<file path="src/rtl/ws2812_strand_driver_if.sv">
// Colour request channel between the WS2812 strand driver (master) and the LED output mux (slave).
interface ws2812_strand_driver_if #(
    parameter int NUM_LEDS    = 64,
    parameter int COLOR_WIDTH = 8
);
    localparam int IDX_W = (NUM_LEDS > 1) ? $clog2(NUM_LEDS) : 1;

    logic [COLOR_WIDTH-1:0] green_in;
    logic [COLOR_WIDTH-1:0] red_in;
    logic [COLOR_WIDTH-1:0] blue_in;
    logic                   color_valid_in;
    logic                   next_led_request_out;
    logic [IDX_W-1:0]       next_led_index_out;

    // Handshake: next_led_request_out is a one-cycle pulse with next_led_index_out stable.
    // The colour transfers on the first cycle after that pulse in which color_valid_in is
    // high; valid during the request cycle itself or while bits are being shifted is ignored.
    modport master (
        input  green_in,
        input  red_in,
        input  blue_in,
        input  color_valid_in,
        output next_led_request_out,
        output next_led_index_out
    );

    modport slave (
        output green_in,
        output red_in,
        output blue_in,
        output color_valid_in,
        input  next_led_request_out,
        input  next_led_index_out
    );
endinterface

</file>
<file path="src/rtl/ws2812_strand_driver.sv">
// WS2812 single-wire strand driver: requests each LED colour by index and shifts GRB MSB-first.
// Optional macro WS2812_STRAND_DRIVER_TIMEOUT_EN adds WAIT_TIMEOUT and timeout_err_out.
module ws2812_strand_driver #(
    parameter int NUM_LEDS     = 64,
    parameter int COLOR_WIDTH  = 8,
    parameter int T0H          = 40,
    parameter int T0L          = 85,
    parameter int T1H          = 80,
    parameter int T1L          = 45,
    parameter int RESET_CYCLES = 8000
`ifdef WS2812_STRAND_DRIVER_TIMEOUT_EN
    ,
    parameter int WAIT_TIMEOUT = 1000
`endif
) (
    input  logic                          clk_in,
    input  logic                          rst_in,
    ws2812_strand_driver_if.master        led,
    output logic                          strand_out,
    output logic                          frame_done_out,
    output logic                          busy_out,
    output logic [2:0]                    state_dbg_out
`ifdef WS2812_STRAND_DRIVER_TIMEOUT_EN
    ,
    output logic                          timeout_err_out
`endif
);
    function automatic int max2(input int a, input int b);
        return (a > b) ? a : b;
    endfunction

    localparam int IDX_W    = (NUM_LEDS > 1) ? $clog2(NUM_LEDS) : 1;
    localparam int SR_W     = 3 * COLOR_WIDTH;
    localparam int BIT_W    = (SR_W > 1) ? $clog2(SR_W) : 1;
    localparam int MAX_BASE = max2(max2(max2(T0H, T0L), max2(T1H, T1L)), RESET_CYCLES);
`ifdef WS2812_STRAND_DRIVER_TIMEOUT_EN
    localparam int MAX_T    = max2(MAX_BASE, WAIT_TIMEOUT);
`else
    localparam int MAX_T    = MAX_BASE;
`endif
    localparam int CNT_W    = $clog2(MAX_T + 1);

    localparam logic [2:0] ST_LATCH   = 3'd0;
    localparam logic [2:0] ST_REQUEST = 3'd1;
    localparam logic [2:0] ST_WAIT    = 3'd2;
    localparam logic [2:0] ST_HIGH    = 3'd3;
    localparam logic [2:0] ST_LOW     = 3'd4;

    // Phase counters run 0..N-1, so each phase ends on the value N-1.
    localparam logic [CNT_W-1:0] T0H_END   = CNT_W'(T0H - 1);
    localparam logic [CNT_W-1:0] T0L_END   = CNT_W'(T0L - 1);
    localparam logic [CNT_W-1:0] T1H_END   = CNT_W'(T1H - 1);
    localparam logic [CNT_W-1:0] T1L_END   = CNT_W'(T1L - 1);
    localparam logic [CNT_W-1:0] LATCH_END = CNT_W'(RESET_CYCLES - 1);
    localparam logic [CNT_W-1:0] CNT_ONE   = CNT_W'(1);
    localparam logic [BIT_W-1:0] LAST_BIT  = BIT_W'(SR_W - 1);
    localparam logic [BIT_W-1:0] BIT_ONE   = BIT_W'(1);
    localparam logic [IDX_W-1:0] LAST_IDX  = IDX_W'(NUM_LEDS - 1);
    localparam logic [IDX_W-1:0] IDX_ONE   = IDX_W'(1);

    logic [2:0]       state;
    logic [CNT_W-1:0] cnt;
    logic [SR_W-1:0]  shreg;
    logic [BIT_W-1:0] bit_cnt;
    logic [IDX_W-1:0] idx;

    logic             cur_bit;
    logic [CNT_W-1:0] high_end;
    logic [CNT_W-1:0] low_end;
    logic             high_done;
    logic             low_done;
    logic             last_bit;
    logic             last_led;

    // Both phases of a bit take their length from the MSB, which only shifts once the low phase ends.
    always_comb begin
        cur_bit   = shreg[SR_W-1];
        high_end  = cur_bit ? T1H_END : T0H_END;
        low_end   = cur_bit ? T1L_END : T0L_END;
        high_done = (cnt == high_end);
        low_done  = (cnt == low_end);
        last_bit  = (bit_cnt == LAST_BIT);
        last_led  = (idx == LAST_IDX);
    end

`ifdef WS2812_STRAND_DRIVER_TIMEOUT_EN
    localparam logic [CNT_W-1:0] WAIT_END = CNT_W'(WAIT_TIMEOUT - 1);
    logic wait_expired;

    always_comb begin
        wait_expired = (state == ST_WAIT) && !led.color_valid_in && (cnt == WAIT_END);
    end

    assign timeout_err_out = wait_expired;
`endif

    always_ff @(posedge clk_in) begin
        if (rst_in) begin
            state   <= ST_LATCH;
            cnt     <= '0;
            shreg   <= '0;
            bit_cnt <= '0;
            idx     <= '0;
        end else begin
            case (state)
                ST_LATCH: begin
                    if (cnt == LATCH_END) begin
                        cnt   <= '0;
                        idx   <= '0;
                        state <= ST_REQUEST;
                    end else begin
                        cnt <= cnt + CNT_ONE;
                    end
                end
                ST_REQUEST: begin
                    cnt   <= '0;
                    state <= ST_WAIT;
                end
                ST_WAIT: begin
                    if (led.color_valid_in) begin
                        shreg   <= {led.green_in, led.red_in, led.blue_in};
                        bit_cnt <= '0;
                        cnt     <= '0;
                        state   <= ST_HIGH;
`ifdef WS2812_STRAND_DRIVER_TIMEOUT_EN
                    end else if (wait_expired) begin
                        // Upstream never answered: send black so the strand stays in step.
                        shreg   <= '0;
                        bit_cnt <= '0;
                        cnt     <= '0;
                        state   <= ST_HIGH;
                    end else begin
                        cnt <= cnt + CNT_ONE;
`endif
                    end
                end
                ST_HIGH: begin
                    if (high_done) begin
                        cnt   <= '0;
                        state <= ST_LOW;
                    end else begin
                        cnt <= cnt + CNT_ONE;
                    end
                end
                ST_LOW: begin
                    if (low_done) begin
                        cnt <= '0;
                        if (!last_bit) begin
                            shreg   <= shreg << 1;
                            bit_cnt <= bit_cnt + BIT_ONE;
                            state   <= ST_HIGH;
                        end else if (!last_led) begin
                            idx   <= idx + IDX_ONE;
                            state <= ST_REQUEST;
                        end else begin
                            state <= ST_LATCH;
                        end
                    end else begin
                        cnt <= cnt + CNT_ONE;
                    end
                end
                default: begin
                    cnt   <= '0;
                    state <= ST_LATCH;
                end
            endcase
        end
    end

    // The line is a pure decode of the state, so a reset drops it on the very next edge.
    assign strand_out               = (state == ST_HIGH);
    assign led.next_led_request_out = (state == ST_REQUEST);
    assign led.next_led_index_out   = idx;
    assign frame_done_out           = (state == ST_LOW) && low_done && last_bit && last_led;
    assign busy_out                 = (state != ST_LATCH);
    assign state_dbg_out            = state;
endmodule
</file>
<file path="src/flat_wrapper.sv">
// flat-port wrapper written by rule: the top's interface ports become plain ports
module ws2812_strand_driver_flat 
#(
    parameter int NUM_LEDS     = 64,
    parameter int COLOR_WIDTH  = 8,
    parameter int T0H          = 40,
    parameter int T0L          = 85,
    parameter int T1H          = 80,
    parameter int T1L          = 45,
    parameter int RESET_CYCLES = 8000

)
  (clk_in, rst_in, strand_out, frame_done_out, busy_out, state_dbg_out, led_green_in, led_red_in, led_blue_in, led_color_valid_in, led_next_led_request_out, led_next_led_index_out);
  ws2812_strand_driver_if #(.NUM_LEDS(NUM_LEDS), .COLOR_WIDTH(COLOR_WIDTH)) led_i ();
  input  logic clk_in;
  input  logic rst_in;
  output logic strand_out;
  output logic frame_done_out;
  output logic busy_out;
  output logic [2:0] state_dbg_out;
  input wire logic [$bits(led_i.green_in)-1:0] led_green_in;
  input wire logic [$bits(led_i.red_in)-1:0] led_red_in;
  input wire logic [$bits(led_i.blue_in)-1:0] led_blue_in;
  input wire logic [$bits(led_i.color_valid_in)-1:0] led_color_valid_in;
  output wire logic [$bits(led_i.next_led_request_out)-1:0] led_next_led_request_out;
  output wire logic [$bits(led_i.next_led_index_out)-1:0] led_next_led_index_out;
  assign led_i.green_in = led_green_in;
  assign led_i.red_in = led_red_in;
  assign led_i.blue_in = led_blue_in;
  assign led_i.color_valid_in = led_color_valid_in;
  assign led_next_led_request_out = led_i.next_led_request_out;
  assign led_next_led_index_out = led_i.next_led_index_out;
  ws2812_strand_driver #(.NUM_LEDS(NUM_LEDS), .COLOR_WIDTH(COLOR_WIDTH), .T0H(T0H), .T0L(T0L), .T1H(T1H), .T1L(T1L), .RESET_CYCLES(RESET_CYCLES)) u_core (.clk_in(clk_in), .rst_in(rst_in), .led(led_i), .strand_out(strand_out), .frame_done_out(frame_done_out), .busy_out(busy_out), .state_dbg_out(state_dbg_out));
endmodule
</file>
<file path="config.mk">
export PLATFORM = sky130hd
export DESIGN_NAME = ws2812_strand_driver_flat
export DESIGN_NICKNAME = d
export VERILOG_FILES = /design/src/rtl/ws2812_strand_driver_if.sv /design/src/rtl/ws2812_strand_driver.sv /design/src/flat_wrapper.sv
export SDC_FILE = /design/constraint.sdc
export NUM_CORES = 1
export LEC_CHECK = 0
export CAP_MARGIN = 5
export CORE_MARGIN = 2
export CORE_UTILIZATION = 35
export DETAILED_ROUTE_END_ITERATION = 12
export GPL_TIMING_DRIVEN = 0
export SYNTH_ARGS = -nofsm -noshare
export SYNTH_HDL_FRONTEND = slang
export SYNTH_SLANG_ARGS = --single-unit
</file>
<file path="constraint.sdc">
create_clock -name clk_in -period 2.8 [get_ports clk_in]
set_input_delay 0.56 -clock clk_in [delete_from_list [all_inputs] [get_ports clk_in]]
set_output_delay 0.56 -clock clk_in [all_outputs]
set_load 0.02 [all_outputs]
</file>
==> results_dict.tcl <==
set metrics [dict create \
    status "finished, final reports clean" \
    start_kind "input pin" \
    num_rows 31 \
    hpwl_mm 5.00 \
    fin_crit_ns 2.67 \
    syn_nets 360 \
    tritoncts.num_buffers 5 \
    die-area_um2 8370 \
    port_buffers 39 \
    worst_path_max_delay_cell "nor4b_2" \
    crit_chain "clkdlybuf4s50_1, nor4b_2, or3_1, clkbuf_1, nor2_1, buf_2, a311oi_1" \
    synth_cell_type_count 48 \
    worstMarginPinSlew_ns 0.869 \
    synth-edff-count 0 \
    ant_nets 0 \
    synthArstFlopShare 0 \
    synth.yosys.seq_area_share 0.381 \
    grt_antenna_before_repair 0 \
    slew_headroom 0.412 \
    cts_setup_buffers 0 \
    start_util 0.366 \
    place_area_um2 3190 \
    clock-skew-final_ns 0.0103 \
    postSynthAreaPerCell_um2 8.15 \
    post-route-period-util 0.955 \
    critPathKind "in -> reg" \
    cts.sinks 51 \
    rsz0062_at_grt "true" \
    firstDrtPassIters 4 \
    synthTopCellsByArea "dfxtp_1 38%, nand2_1 8.3%, a311oi_1 7.5%, a21oi_1 5.8%, nor2_1 3.6%" \
    vdd_drop_max_v 0.000201 \
    cts_max_level 2 \
    final_cell_mix "59 x nand2_1, 51 x dfxtp_1, 38 x clkdlybuf4s50_1, 31 x a21oi_1, 25 x nor2_1" \
    p_leak_nw 1.11 \
    worstHoldPathType "reg -> reg" \
    cts.clk_slew.worst_paths_ns 0.10 \
    core_um2 7330 \
    cts_hold_buf 0 \
    die_h_um 91.5 \
    clkLatencyLatePin_ns 0.32 \
    crit_arrival_ns 2.90 \
    worstPathRequired_ns 3.03 \
    viasPerCell 5.45 \
    grt_pass1_wl_mm 11.8 \
    num_vias 2588 \
    diodes 0 \
    synth_warnings 0 \
    grt_max_degree 18 \
    drt_iter0_drc 154 \
    wl_per_cell_um 14.6 \
    ys_seq_elements 51 \
    cap_violations 0 \
    cts.path.max_buffers 2 \
    ios 40 \
    grt_use_total 0.171 \
    nets 406 \
    grt_pass1_vias 2407 \
    drive_gt1_frac 0.0824 \
    synth_flop_cell "dfxtp_1" \
    routed_wl_mm 6.95 \
    drc_errors 0 \
    cts_tree "built" \
    synth_area_um2 2680 \
    area_growth_syn_to_layout_pct 23.8 \
    cp_max_fo 10 \
    fmaxAchievable_ghz 0.374 \
    synth_top_area_share 0.381 \
    finalMaxSlewViolations 0 \
    p_total_w 0.00127 \
    synth_cells 329 \
    cts_root_buffer "clkbuf_8" \
    cp_top_family "simple AND/OR/NAND/NOR gates" \
    setup_viol 0 \
    grt-ovfl-total 0 \
    final_common_cell "nand2_1" \
    hold_slack_ns 0.483 \
    max_stage_delay_ns 0.72 \
    hold_violations 0 \
    place.gp.congestion 0.830 \
    die_x_um 91.5 \
    yosys.area.top_type "dfxtp_1" \
    design_area_um2 3320 \
    endpoint_kind "flip-flop" \
    nFillCells 729 \
    p_per_area_nw_per_um2 382 \
    crit_buf_inv 3 \
]
==> synthesized netlist by cell type, drive strengths merged, types with 3 or more instances <==
cell and n:
o311ai 5, clkbuf 18, o21ai 10, nand2b 3
o41ai 6, a311oi 23, a21oi 31, nor2b 3
nor2 26, ha 4, nor3 6, dfxtp 51
xor2 3, nor4 4, nand2 59, and3 7
nand4 5, nand3 10, a31oi 3, buf 6
a2111oi 4, nor4bb 3, xnor2 6, or3 3
inv 7
==> worst register-to-register path, stage by stage (launching register included) <==
cell and delay [ns]:
dfxtp_1 0.40, buf_2 0.25, nor2b_1 0.28, a21oi_1 0.11, nor3_1 0.70, buf_2 0.36
a21oi_1 0.09, a311oi_1 0.27
==> per-stage QoR <==
step,setup slack [ns],setup TNS (ns),util,instances
CTS,0.0619,0,0.450,475
finish,0.127,0,0.453,475
floorplan,0.302,0,-,329
detailed placement,-0.483,-1.08,0.436,467
global placement,-0.466,-1.09,0.436,467
global route,-0.0520,-0.340,0.453,475
==> registers in the layout, indices dropped and copies added, names as in the netlist <==
| signal | cells |
|---|---|
| u_core.cnt | 13 |
| u_core.bit_cnt | 5 |
| u_core.led.next_led_index_out | 6 |
| u_core.state_dbg_out | 3 |
| u_core.shreg | 24 |
==> routing by layer <==
metal / vias to the layer above / global-route usage / routed length (um)
li1: 1313 / - / -
met1: 1210 / 0.242 / 3450
met2: 57 / 0.266 / 3150
met3: 8 / 0.0340 / 290
met4: 0 / 0.0442 / 61
met5: - / 0 / 0
==> power by group <==
| group | internal (W) | switching [W] |
|---|---|---|
| registers | 0.000729 | 0.00000500 |
| logic | 0.0000447 | 0.0000344 |
| clock network | 0.000180 | 0.000275 |
| total | 0.000953 | 0.000314 |
==> path summary, 6_finish.rpt <==
kind | start | to | slack, ns | cells after the start
hold / removal | u_core.shreg[7] | u_core.shreg[8] | 0.48 | 2
setup reg to reg | u_core.state_dbg_out[1] | u_core.shreg[17] | 0.27 | 7
setup / recovery | led_color_valid_in | u_core.shreg[17] | 0.13 | 7
hold reg to reg | u_core.shreg[7] | u_core.shreg[8] | 0.48 | 2
==> timing repair <==
action | in CTS | in global routing
endpoints found under the setup margin | 1 | 18
cloned | 0 | 0
gates resized for setup | 9 | 6
pin swaps | 0 | 0
==> final cells by class <==
| cell class | instances | area, um^2 | area share |
|---|---|---|---|
| inverters | 7 | 26.3 | 0.00792 |
| clock buffers | 5 | 68.8 | 0.0207 |
| well taps | 99 | 124 | 0.0373 |
| multi-input cells | 247 | 1550 | 0.466 |
| plain buffers | 24 | 116 | 0.0351 |
| flip-flops and latches | 51 | 1020 | 0.308 |
| repair buffers | 39 | 392 | 0.118 |
| clock inverters | 3 | 22.5 | 0.00679 |
==> kinds of logic after synthesis <==
| family | after synthesis | share of synthesized area |
|---|---|---|
| AO/OA/AOI/OAI | 95 | 0.269 |
| adder cells (fa/ha/maj) | 4 | 0.0187 |
| AND/OR/NAND/NOR | 138 | 0.250 |
| buffers and inverters | 31 | 0.0486 |
| flip-flops | 51 | 0.381 |
| multiplexers | 1 | 0.00373 |
| XOR/XNOR | 9 | 0.0294 |
Power figures use the tool's default switching activity.
